File: config.mk
export PLATFORM = sky130hd
export DESIGN_NAME = regbank_read_arbiter_flat
export DESIGN_NICKNAME = d
export VERILOG_FILES = /design/src/rtl/regbank_read_arbiter_pkg.sv /design/src/rtl/regbank_read_arbiter_if.sv /design/src/rtl/regbank_read_arbiter_rr_pick.sv /design/src/rtl/regbank_read_arbiter.sv /design/src/flat_wrapper.sv
export SDC_FILE = /design/constraint.sdc
export NUM_CORES = 1
export LEC_CHECK = 0
export CAP_MARGIN = 20
export CORE_MARGIN = 2
export CORE_UTILIZATION = 36
export DETAILED_ROUTE_END_ITERATION = 6
export HOLD_SLACK_MARGIN = 0.06
export PLACE_DENSITY = 0.85
export SYNTH_ARGS = -nofsm -noshare
export SYNTH_HDL_FRONTEND = slang
export SYNTH_HIERARCHICAL = 1
export SYNTH_SLANG_ARGS = --single-unit
File: constraint.sdc
create_clock -name clk -period 2.4 [get_ports clk]
set_clock_uncertainty 0.2 [all_clocks]
set_input_delay 0.6 -clock clk [delete_from_list [all_inputs] [get_ports clk]]
set_output_delay 0.6 -clock clk [all_outputs]
set_load 0.03 [all_outputs]
File: src/rtl/regbank_read_arbiter_pkg.sv
// Shared constants, state encoding and width helpers for the register-bank read arbiter.
package regbank_read_arbiter_pkg;

   localparam int N_REQ           = 3;
   localparam int REQ_DECODE      = 0;
   localparam int REQ_FETCH       = 1;
   localparam int REQ_ISSUE       = 2;
   localparam int DEFAULT_TIMEOUT = 64;

   typedef enum logic [1:0] {
      IDLE  = 2'd0,
      ISSUE = 2'd1,
      WAIT  = 2'd2,
      ERROR = 2'd3
   } state_t;

   // Width able to index n requesters; never narrower than one bit.
   function automatic int idx_width(input int n);
      return (n <= 1) ? 1 : $clog2(n);
   endfunction

   // Width able to hold 0..t; a disabled timeout (t == 0) still gets one bit.
   function automatic int cnt_width(input int t);
      return (t <= 0) ? 1 : $clog2(t + 1);
   endfunction

endpackage

File: src/rtl/regbank_read_arbiter_if.sv
// Requester and register-bank toggle-handshake bundle around the read arbiter.
interface regbank_read_arbiter_if #(
   parameter int N_REQ  = regbank_read_arbiter_pkg::N_REQ,
   parameter int ADDR_W = 32,
   parameter int DATA_W = 32
);

   logic [N_REQ-1:0]        reqTrigger;
   logic [N_REQ*ADDR_W-1:0] reqAddr;
   logic [N_REQ-1:0]        reqReady;
   logic [DATA_W-1:0]       dataOut;
   logic                    triggerOutRB;
   logic [ADDR_W-1:0]       addrRB;
   logic                    readyInRB;
   logic [DATA_W-1:0]       dataInRB;
   logic                    busy;
   logic                    errOut;

   // Arbiter side.
   modport slave (
      input  reqTrigger, reqAddr, readyInRB, dataInRB,
      output reqReady, dataOut, triggerOutRB, addrRB, busy, errOut
   );

   // Requesters plus register bank side.
   modport master (
      output reqTrigger, reqAddr, readyInRB, dataInRB,
      input  reqReady, dataOut, triggerOutRB, addrRB, busy, errOut
   );

endinterface

File: src/rtl/regbank_read_arbiter_rr_pick.sv
// Combinational round-robin picker: first pending index at or after i_ptr, wrapping modulo N.
module rr_pick
   import regbank_read_arbiter_pkg::*;
#(
   parameter int N     = N_REQ,
   parameter int IDX_W = idx_width(N)
) (
   input  logic [N-1:0]     i_pending,
   input  logic [IDX_W-1:0] i_ptr,
   output logic             o_valid,
   output logic [IDX_W-1:0] o_index
);

   logic [IDX_W:0]   w_sum  [N];
   logic [IDX_W-1:0] w_cand [N];
   logic [N-1:0]     w_hit;

   // i_ptr < N and offset < N, so a single conditional subtract performs the wrap.
   for (genvar gi = 0; gi < N; gi++) begin : g_cand
      assign w_sum[gi]  = {1'b0, i_ptr} + (IDX_W+1)'(gi);
      assign w_cand[gi] = (w_sum[gi] >= (IDX_W+1)'(N)) ?
                          IDX_W'(w_sum[gi] - (IDX_W+1)'(N)) : IDX_W'(w_sum[gi]);
      assign w_hit[gi]  = i_pending[w_cand[gi]];
   end

   always_comb begin
      o_valid = |w_hit;
      o_index = w_cand[0];
      for (int k = N - 1; k >= 0; k--) begin
         if (w_hit[k]) begin
            o_index = w_cand[k];
         end
      end
   end

endmodule

File: src/rtl/regbank_read_arbiter.sv
// Round-robin arbiter sharing the single register-bank read port among toggle-handshake requesters,
// with a sticky timeout trap for a bank that never answers.
module regbank_read_arbiter #(
   parameter int N_REQ   = regbank_read_arbiter_pkg::N_REQ,
   parameter int ADDR_W  = 32,
   parameter int DATA_W  = 32,
   parameter int TIMEOUT = regbank_read_arbiter_pkg::DEFAULT_TIMEOUT
) (
   input  logic                 clk,
   input  logic                 reset,
   regbank_read_arbiter_if.slave bus
);

   import regbank_read_arbiter_pkg::*;

   localparam int IDX_W = idx_width(N_REQ);
   localparam int CNT_W = cnt_width(TIMEOUT);

   state_t              r_state;
   logic [N_REQ-1:0]    r_req_ready;
   logic [DATA_W-1:0]   r_data_out;
   logic                r_trigger_rb;
   logic [ADDR_W-1:0]   r_addr_rb;
   logic [IDX_W-1:0]    r_grant;
   logic [IDX_W-1:0]    r_rr_ptr;
   logic                r_busy;
   logic                r_err;
   logic [CNT_W-1:0]    r_cnt;

   logic [N_REQ-1:0]    w_pending;
   logic                w_pick_valid;
   logic [IDX_W-1:0]    w_pick_idx;
   logic [IDX_W-1:0]    w_next_ptr;
   logic                w_bank_done;
   logic                w_timeout_hit;
   logic [ADDR_W-1:0]   w_req_addr [N_REQ];

   for (genvar gi = 0; gi < N_REQ; gi++) begin : g_addr
      assign w_req_addr[gi] = bus.reqAddr[gi*ADDR_W +: ADDR_W];
   end

   assign w_pending     = bus.reqTrigger ^ r_req_ready;
   assign w_bank_done   = (bus.readyInRB == r_trigger_rb);
   assign w_next_ptr    = (r_grant == IDX_W'(N_REQ - 1)) ? '0 : r_grant + IDX_W'(1);
   assign w_timeout_hit = (TIMEOUT != 0) && (r_cnt == CNT_W'(TIMEOUT - 1));

   rr_pick #(
      .N     (N_REQ),
      .IDX_W (IDX_W)
   ) u_rr_pick (
      .i_pending (w_pending),
      .i_ptr     (r_rr_ptr),
      .o_valid   (w_pick_valid),
      .o_index   (w_pick_idx)
   );

   always_ff @(posedge clk) begin
      if (reset) begin
         r_state      <= IDLE;
         r_req_ready  <= '0;
         r_data_out   <= '0;
         r_trigger_rb <= 1'b0;
         r_addr_rb    <= '0;
         r_grant      <= '0;
         r_rr_ptr     <= '0;
         r_busy       <= 1'b0;
         r_err        <= 1'b0;
         r_cnt        <= '0;
      end else begin
         case (r_state)
            IDLE: begin
               if (w_pick_valid) begin
                  r_grant   <= w_pick_idx;
                  r_addr_rb <= w_req_addr[w_pick_idx];
                  r_busy    <= 1'b1;
                  r_state   <= ISSUE;
               end
            end
            ISSUE: begin
               r_trigger_rb <= ~r_trigger_rb;
               r_cnt        <= '0;
               r_state      <= WAIT;
            end
            WAIT: begin
               if (w_bank_done) begin
                  r_data_out           <= bus.dataInRB;
                  r_req_ready[r_grant] <= ~r_req_ready[r_grant];
                  r_rr_ptr             <= w_next_ptr;
                  r_busy               <= 1'b0;
                  r_state              <= IDLE;
               end else if (w_timeout_hit) begin
                  r_busy  <= 1'b0;
                  r_err   <= 1'b1;
                  r_state <= ERROR;
               end else if (r_cnt != '1) begin
                  r_cnt <= r_cnt + CNT_W'(1);
               end
            end
            ERROR: begin
               // Terminal until reset: late bank toggles and new requests are ignored.
               r_busy <= 1'b0;
               r_err  <= 1'b1;
            end
            default: r_state <= IDLE;
         endcase
      end
   end

   assign bus.reqReady     = r_req_ready;
   assign bus.dataOut      = r_data_out;
   assign bus.triggerOutRB = r_trigger_rb;
   assign bus.addrRB       = r_addr_rb;
   assign bus.busy         = r_busy;
   assign bus.errOut       = r_err;

endmodule

File: src/flat_wrapper.sv
// flat-port wrapper written by rule: the top's interface ports become plain ports
module regbank_read_arbiter_flat import regbank_read_arbiter_pkg::*;
#(
   parameter int N_REQ   = regbank_read_arbiter_pkg::N_REQ,
   parameter int ADDR_W  = 32,
   parameter int DATA_W  = 32,
   parameter int TIMEOUT = regbank_read_arbiter_pkg::DEFAULT_TIMEOUT
)
  (clk, reset, bus_reqTrigger, bus_reqAddr, bus_readyInRB, bus_dataInRB, bus_reqReady, bus_dataOut, bus_triggerOutRB, bus_addrRB, bus_busy, bus_errOut);
  regbank_read_arbiter_if #(.N_REQ(N_REQ), .ADDR_W(ADDR_W), .DATA_W(DATA_W)) bus_i ();
  input  logic clk;
  input  logic reset;
  input wire logic [$bits(bus_i.reqTrigger)-1:0] bus_reqTrigger;
  input wire logic [$bits(bus_i.reqAddr)-1:0] bus_reqAddr;
  input wire logic [$bits(bus_i.readyInRB)-1:0] bus_readyInRB;
  input wire logic [$bits(bus_i.dataInRB)-1:0] bus_dataInRB;
  output wire logic [$bits(bus_i.reqReady)-1:0] bus_reqReady;
  output wire logic [$bits(bus_i.dataOut)-1:0] bus_dataOut;
  output wire logic [$bits(bus_i.triggerOutRB)-1:0] bus_triggerOutRB;
  output wire logic [$bits(bus_i.addrRB)-1:0] bus_addrRB;
  output wire logic [$bits(bus_i.busy)-1:0] bus_busy;
  output wire logic [$bits(bus_i.errOut)-1:0] bus_errOut;
  assign bus_i.reqTrigger = bus_reqTrigger;
  assign bus_i.reqAddr = bus_reqAddr;
  assign bus_i.readyInRB = bus_readyInRB;
  assign bus_i.dataInRB = bus_dataInRB;
  assign bus_reqReady = bus_i.reqReady;
  assign bus_dataOut = bus_i.dataOut;
  assign bus_triggerOutRB = bus_i.triggerOutRB;
  assign bus_addrRB = bus_i.addrRB;
  assign bus_busy = bus_i.busy;
  assign bus_errOut = bus_i.errOut;
  regbank_read_arbiter #(.N_REQ(N_REQ), .ADDR_W(ADDR_W), .DATA_W(DATA_W), .TIMEOUT(TIMEOUT)) u_core (.clk(clk), .reset(reset), .bus(bus_i));
endmodule
# Yosys cells after proc, flatten, opt, wreduce, memory -nomap -nowiden
# Index checks and enable logic that the tools add are counted.
# op_classes
add_sub_neg,7
n_lt_le_gt_ge,9
eq_ne,13
mux,36
bitwise,4
n_reduce_logical,13
# op_table
operator,n
$bmux 32 s2,1
$mux 32,2
$mux 7,3
$mux 2,10
$pmux 7 s2,1
$lt 2x3->1 const B,4
$mux 1,10
$reduce_and 3->1,3
$bmux 1 s2,4
$add 7x1->7 const B,1
$eq 7x6->1 const B,1
$ne 7x7->1 const B,1
$eq 2x2->1 const B,3
$ge 3x2->1 const B,2
$ne 2x2->1 const B,3
$pmux 2 s3,1
$reduce_bool 3->1,2
$sub 2x2->2 const B,3
$ne 2x1->1 const B,2
$reduce_and 2->1,2
$reduce_and 4->1,1
$reduce_bool 2->1,2
$add 2x1->3 const B,1
$add 2x2->3 const B,1
17 further kinds,18
# word_totals
register_bits,83
inputBits,134
output_inout_bits,70
word_cells,92

# Logic depth before layout (Yosys ltp)
# depth
ltp_word,12
mapped_depth,13
depth_no_buf,10

# By module
# The synthesis kept the hierarchy.
# modules_own_cells
module,n_inst,cells_each,area_each_um2,seq_area_each_um2
regbank_read_arbiter,1,460,3749.8,1661.6
rr_pick,1,27,183.9,0.0

# Least setup slack after synthesis
# No wires, ideal clock.
# synth_path
kind,input-to-reg
startpoint,input bus_reqTrigger[0]
endpoint,register u_core.r_addr_rb[10] (netlist: u_core/bus.addrRB[10])
setup_time_ns,0.138
t_arrival_ns,2.161
required_ns,2.062
setup_slack_ns,-0.099
path_stages,11
path_buffers,3
path_cell_list,xor2_1 inv_1 maj3_1 o22ai_1 nand2_1 buf_2 nor2b_1 clkbuf_1 buf_2 a21oi_1 a211oi_1
# synth_between
elab_chain_len,10
elab_cells_between_ends,16
classes_between,mux: 12; bitwise: 2; reduce/logical: 2
# synth_rtl
element,line_no,source
"start, declared",flat_wrapper.sv:13,input wire logic [$bits(bus_i.reqTrigger)-1:0] bus_reqTrigger;
$xor 3x3->3 (*),regbank_read_arbiter.sv:42,assign w_pending = bus.reqTrigger ^ r_req_ready;
$bmux 1 s2,regbank_read_arbiter_rr_pick.sv:23,assign w_hit[gi] = i_pending[w_cand[gi]];
$mux 1 (not written as such),regbank_read_arbiter_rr_pick.sv:23,
$mux 2 (2 in series),regbank_read_arbiter_rr_pick.sv:30,if (w_hit[k]) begin
$mux 2 (*),regbank_read_arbiter_rr_pick.sv:30,
net u_core.w_pick_idx[0],regbank_read_arbiter.sv:32,logic [IDX_W-1:0] w_pick_idx;
$not 2->3 (not written as such) (*),regbank_read_arbiter.sv:74,r_addr_rb <= w_req_addr[w_pick_idx];
$bmux 32 s2 (*),regbank_read_arbiter.sv:74,
$mux 32 (not written as such) (*) (2 in series),regbank_read_arbiter.sv:74,
"end signal, assigned",regbank_read_arbiter.sv:74,
"end, declared",regbank_read_arbiter.sv:23,logic [ADDR_W-1:0] r_addr_rb;
# The timed path passes the listed nets; every way through them passes the cells marked *. The select of a mux whose other input is x is not followed.
# A chain may end at the register's enable or synchronous reset.

# Worst setup path in the final report
# layout_path
startpoint,register u_core.r_rr_ptr[0]
endpoint,register u_core.r_addr_rb[13] (netlist: u_core/bus.addrRB[13])
# layout_between
elab_chain_len,12
elab_cells_between_ends,26
classes_between,add/sub: 5; order compare: 3; mux: 15; bitwise: 1; reduce/logical: 2
# layout_rtl
element,line_no,source
"start, declared",regbank_read_arbiter.sv:25,logic [IDX_W-1:0] r_rr_ptr;
"start signal, assigned",regbank_read_arbiter.sv:88,r_rr_ptr <= w_next_ptr;
$add 2x2->3,regbank_read_arbiter_rr_pick.sv:20,"assign w_sum[gi] = {1'b0, i_ptr} + (IDX_W+1)'(gi);"
$ge 3x2->1 or $sub 2x2->2 (tied branches),"regbank_read_arbiter_rr_pick.sv:21, regbank_read_arbiter_rr_pick.sv:22",
$mux 2,regbank_read_arbiter_rr_pick.sv:21,assign w_cand[gi] = (w_sum[gi] >= (IDX_W+1)'(N)) ?
$bmux 1 s2,regbank_read_arbiter_rr_pick.sv:23,
$mux 1 (not written as such),regbank_read_arbiter_rr_pick.sv:23,
$mux 2 (2 in series),regbank_read_arbiter_rr_pick.sv:30,
$mux 2 (*),regbank_read_arbiter_rr_pick.sv:30,
net u_core.w_pick_idx[0],regbank_read_arbiter.sv:32,
$not 2->3 (not written as such) (*),regbank_read_arbiter.sv:74,
$bmux 32 s2 (*),regbank_read_arbiter.sv:74,
$mux 32 (not written as such) (*) (2 in series),regbank_read_arbiter.sv:74,
# Marks and branches as above.

==> results_dict.tcl <==
set metrics [dict create \
    tritoncts "done" \
    setup.worst_path.end "u_core/bus.addrRB[13]" \
    first_global_vias 4258 \
    final_standard_cell_area_without_fillers_sq_mm 0.00703 \
    detailedPlace.worstSlack_ns -0.675 \
    setup_repair_after_global_routing_missed_its_margin "yes" \
    post_synthesis_register_bit_count 83 \
    wl_um 15400 \
    fraction_of_layout_instances_using_a_drive_strength_above_1_pct 15.1 \
    grt-ovfl-total 0 \
    clock_path_buffers 2 \
    max_freq_ghz 0.390 \
    crit_family "buffers and inverters" \
    worstMarginPinSlew_ns 0.715 \
    worst-path-stages 12 \
    route.antenna.remaining_nets 0 \
    worst_setup_path_end_kind "register" \
    hp-class "reg -> reg" \
    ys_warn_count 6 \
    critical-path-slowest-cell "sky130_fd_sc_hd__dfxtp_2" \
    synth-seq-area-share_pct 42.2 \
    violations "negative setup slack" \
    start_kind "register" \
    ios 204 \
    worst_r2r_endpoint "u_core/bus.addrRB[13]" \
    most_used_dff_post_synth "sky130_fd_sc_hd__dfxtp_1" \
    insertedDiodeCount 0 \
    cp.required_ns 2.49 \
    synth.avg_cell_area_sq_um 8.08 \
    yosysUniqueCellTypes 42 \
    io_buffer_count 203 \
    tritoncts.num_buffers 9 \
    area_used_by_multi_input_combinational_logic_sq_mm 0.00225 \
    synth-edff-count 0 \
    critical_path.max_stage_delay_ns 0.34 \
    report.final.setup_viol 32 \
    seqCellArea_sq_mm 0.00167 \
    post-layout-total-power_mw 6.22 \
    r2r_start "u_core/r_rr_ptr[0]" \
    finalCriticalPeriod_ns 2.56 \
    worstPathCellList "buf_4 > ha_2 > buf_4 > inv_1 > nor2_1 > o22ai_2 > nand2_1 > nor2b_4 > buf_6 > clkbuf_16 > a21oi_1 > a211oi_1" \
    floorplan.die_area_sq_mm 0.0118 \
    cts.sinks 83 \
    start_util_pct 36.6 \
    globalRouteMet1Util_pct 27.1 \
    detailedRoute.firstIterationViolations 312 \
    worst_setup_hold_path_clk_slew_ns 0.10 \
    globalRouteTotalUtil_pct 23.8 \
    rrSetupSlack_ns -0.16 \
    leakage_nw 2.60 \
    place_congestion 0.967 \
    worst_path_fanout_max 8 \
    outcome "finished with violations" \
    cp_data_arrival_time_ns 2.66 \
    post_placement_cell_area_sq_mm 0.00628 \
    die_width_um 109 \
    use_met3_pct 4.40 \
    drc_violations_left 0 \
    cts.htree.levels 3 \
    synth.cell_area_sq_mm 0.00393 \
    critical_path_buf_inv_count 5 \
    num_vias 4493 \
    critical-path-top-cell-by-count "sky130_fd_sc_hd__buf_4" \
    ir_worst_vdd_v 0.000471 \
    detail_route.vias_per_cell 5.21 \
    timing_hold_violations_final 0 \
    layout_setup_ws_ns -0.165 \
    area_growth_syn_to_layout_pct 78.8 \
    std_cell_rows 38 \
    drv_cap 0 \
    cts.root.buffer_cell "sky130_fd_sc_hd__clkbuf_8" \
    fillerInstances 829 \
    fin_hold_ws_ns 0.260 \
    largest_net_degree_at_the_start_of_global_routing 38 \
    synthesis.nets 629 \
    slew_headroom_pct 52.2 \
    grt_util_met2_pct 43.2 \
    die_h_um 109 \
    fin_crit_sh_pct 107 \
    wire_length_of_the_first_global_routing_pass_um 21700 \
    clk_latency_ns 0.38 \
    layout_commonest_cell "sky130_fd_sc_hd__clkdlybuf4s50_1" \
    yosys-top-cells-area "sky130_fd_sc_hd__dfxtp_1 42%, sky130_fd_sc_hd__mux2i_1 9.9%, sky130_fd_sc_hd__a21oi_1 9.2%" \
    syn-instance-count 487 \
    power-per-cell-area_mw_per_mm2 884 \
    worst-r2r-cell-count 12 \
    avgRoutedWirePerCell_um 17.8 \
    async_flop_share_pct 0 \
    detail_route.first_pass.iterations 5 \
    crit_path_start "u_core/r_rr_ptr[0]" \
    yosys_top_cell_area_share_pct 42.2 \
    global_route.peak_usage_layer "met2" \
    design.core.area_sq_mm 0.0107 \
    detailedPlacementHpwl_um 9860 \
    critPathKind "reg -> reg" \
    yosysTopAreaCell "sky130_fd_sc_hd__dfxtp_1" \
    final_net_count 860 \
    layout.cells.most_common_list "198 x sky130_fd_sc_hd__clkdlybuf4s50_1, 79 x sky130_fd_sc_hd__dfxtp_1, 76 x sky130_fd_sc_hd__nor2_1" \
    final_core_util_pct 65.5 \
    grt_antenna_before_repair 0 \
    timing_max_transition_violations_final 0 \
]
==> state kept, by name, summed over array words and instances, names as in the netlist <==
register                 count
u_core/r_rr_ptr              2
u_core/bus.triggerOutRB      1
u_core/r_cnt                 7
u_core/bus.reqReady          3
u_core/r_state               2
u_core/bus.addrRB           32
u_core/r_grant               2
u_core/bus.errOut            1
u_core/bus.dataOut          32
u_core/bus.busy              1
==> report_power, final <==
part           internal [mW]  switching, mW  total, mW
sequential              1.65          0.176       1.83
clock                  0.501          0.598       1.10
combinational           1.58           1.71       3.29
total                   3.73           2.48       6.22
==> metrics by stage <==
stage | instances | TNS [ns]
after floorplan | 487 | -0.213
after global placement | 820 | -27.96
after detailed placement | 820 | -35.42
after CTS | 852 | -0.586
after global routing | 863 | -5.62
final | 863 | -3.64
==> worst min-delay path by stage <==
| stage | slack, ns | startpoint | to | depth (start not counted) |
|---|---|---|---|---|
| CTS | 0.26 | u_core/bus.dataOut[22] | u_core/bus.dataOut[22] | 2 |
| detailed placement | 0.25 | u_core/r_cnt[6] | u_core/r_cnt[6] | 1 |
| floorplan | 0.23 | u_core/r_cnt[6] | u_core/r_cnt[6] | 1 |
| global placement | 0.24 | u_core/bus.dataOut[6] | u_core/bus.dataOut[6] | 2 |
| finish | 0.26 | u_core/bus.dataOut[24] | u_core/bus.dataOut[24] | 2 |
| global route | 0.28 | u_core/bus.dataOut[24] | u_core/bus.dataOut[24] | 2 |
==> final cells by class <==
type,instances,share of cell area [%]
timing repair buffer,256,38.4
multi-input combinational,359,31.9
sequential,83,23.8
tap,140,2.49
clock buffer,9,1.76
clock inverter,7,1.19
inverter,9,0.480
==> what timing repair did <==
| item | 4_1_cts | 5_1_grt |
|---|---|---|
| hold buffers | 0 | 0 |
| endpoints found under the hold margin | 0 | 0 |
| setup buffers | 13 | 8 |
| resized for setup | 24 | 28 |
| pin swaps | 13 | 31 |
| setup endpoints to repair | 53 | 37 |
| gates cloned | 5 | 6 |
==> kinds of logic after synthesis <==
group,synth area share [%]
buffers and inverters,5.03
muxes,10.2
DFF,42.2
xor gates and xnor gates,2.19
adders and majority gates,2.80
AOI/OAI and AO/OA,19.2
and+or+nand+nor,18.3
==> worst reg2reg max path: stages, from the launching register on <==
cell                        delay (ns)
sky130_fd_sc_hd__dfxtp_2          0.34
sky130_fd_sc_hd__buf_4            0.11
sky130_fd_sc_hd__ha_2             0.21
sky130_fd_sc_hd__buf_4            0.18
sky130_fd_sc_hd__inv_1            0.08
sky130_fd_sc_hd__nor2_1           0.27
sky130_fd_sc_hd__o22ai_2          0.13
sky130_fd_sc_hd__nand2_1          0.14
sky130_fd_sc_hd__nor2b_4          0.22
sky130_fd_sc_hd__buf_6            0.15
sky130_fd_sc_hd__clkbuf_16        0.16
sky130_fd_sc_hd__a21oi_1          0.08
sky130_fd_sc_hd__a211oi_1         0.22
==> synth_stat cells (all sizes together), types with 2 or more instances <==
cell type / count
xor2: 5
nand2b: 4
o21ai: 6
buf: 21
a311oi: 2
a211oi: 32
inv: 9
nor2: 80
a31oi: 2
nor3: 2
nand3: 3
a21oi: 72
o211ai: 3
dfxtp: 83
ha: 8
and2: 3
nor2b: 3
clkbuf: 15
nand2: 74
nand3b: 2
xnor2: 4
nor4: 2
mux2i: 39
o22ai: 2
==> metal layers <==
metal  share of wire (%)  wire, um
met1                  39      6040
met2                  52      7950
met3                 5.8       893
met4                 3.2       495
met5                   0         0
Note: power is estimated with default switching activity, not from simulation.
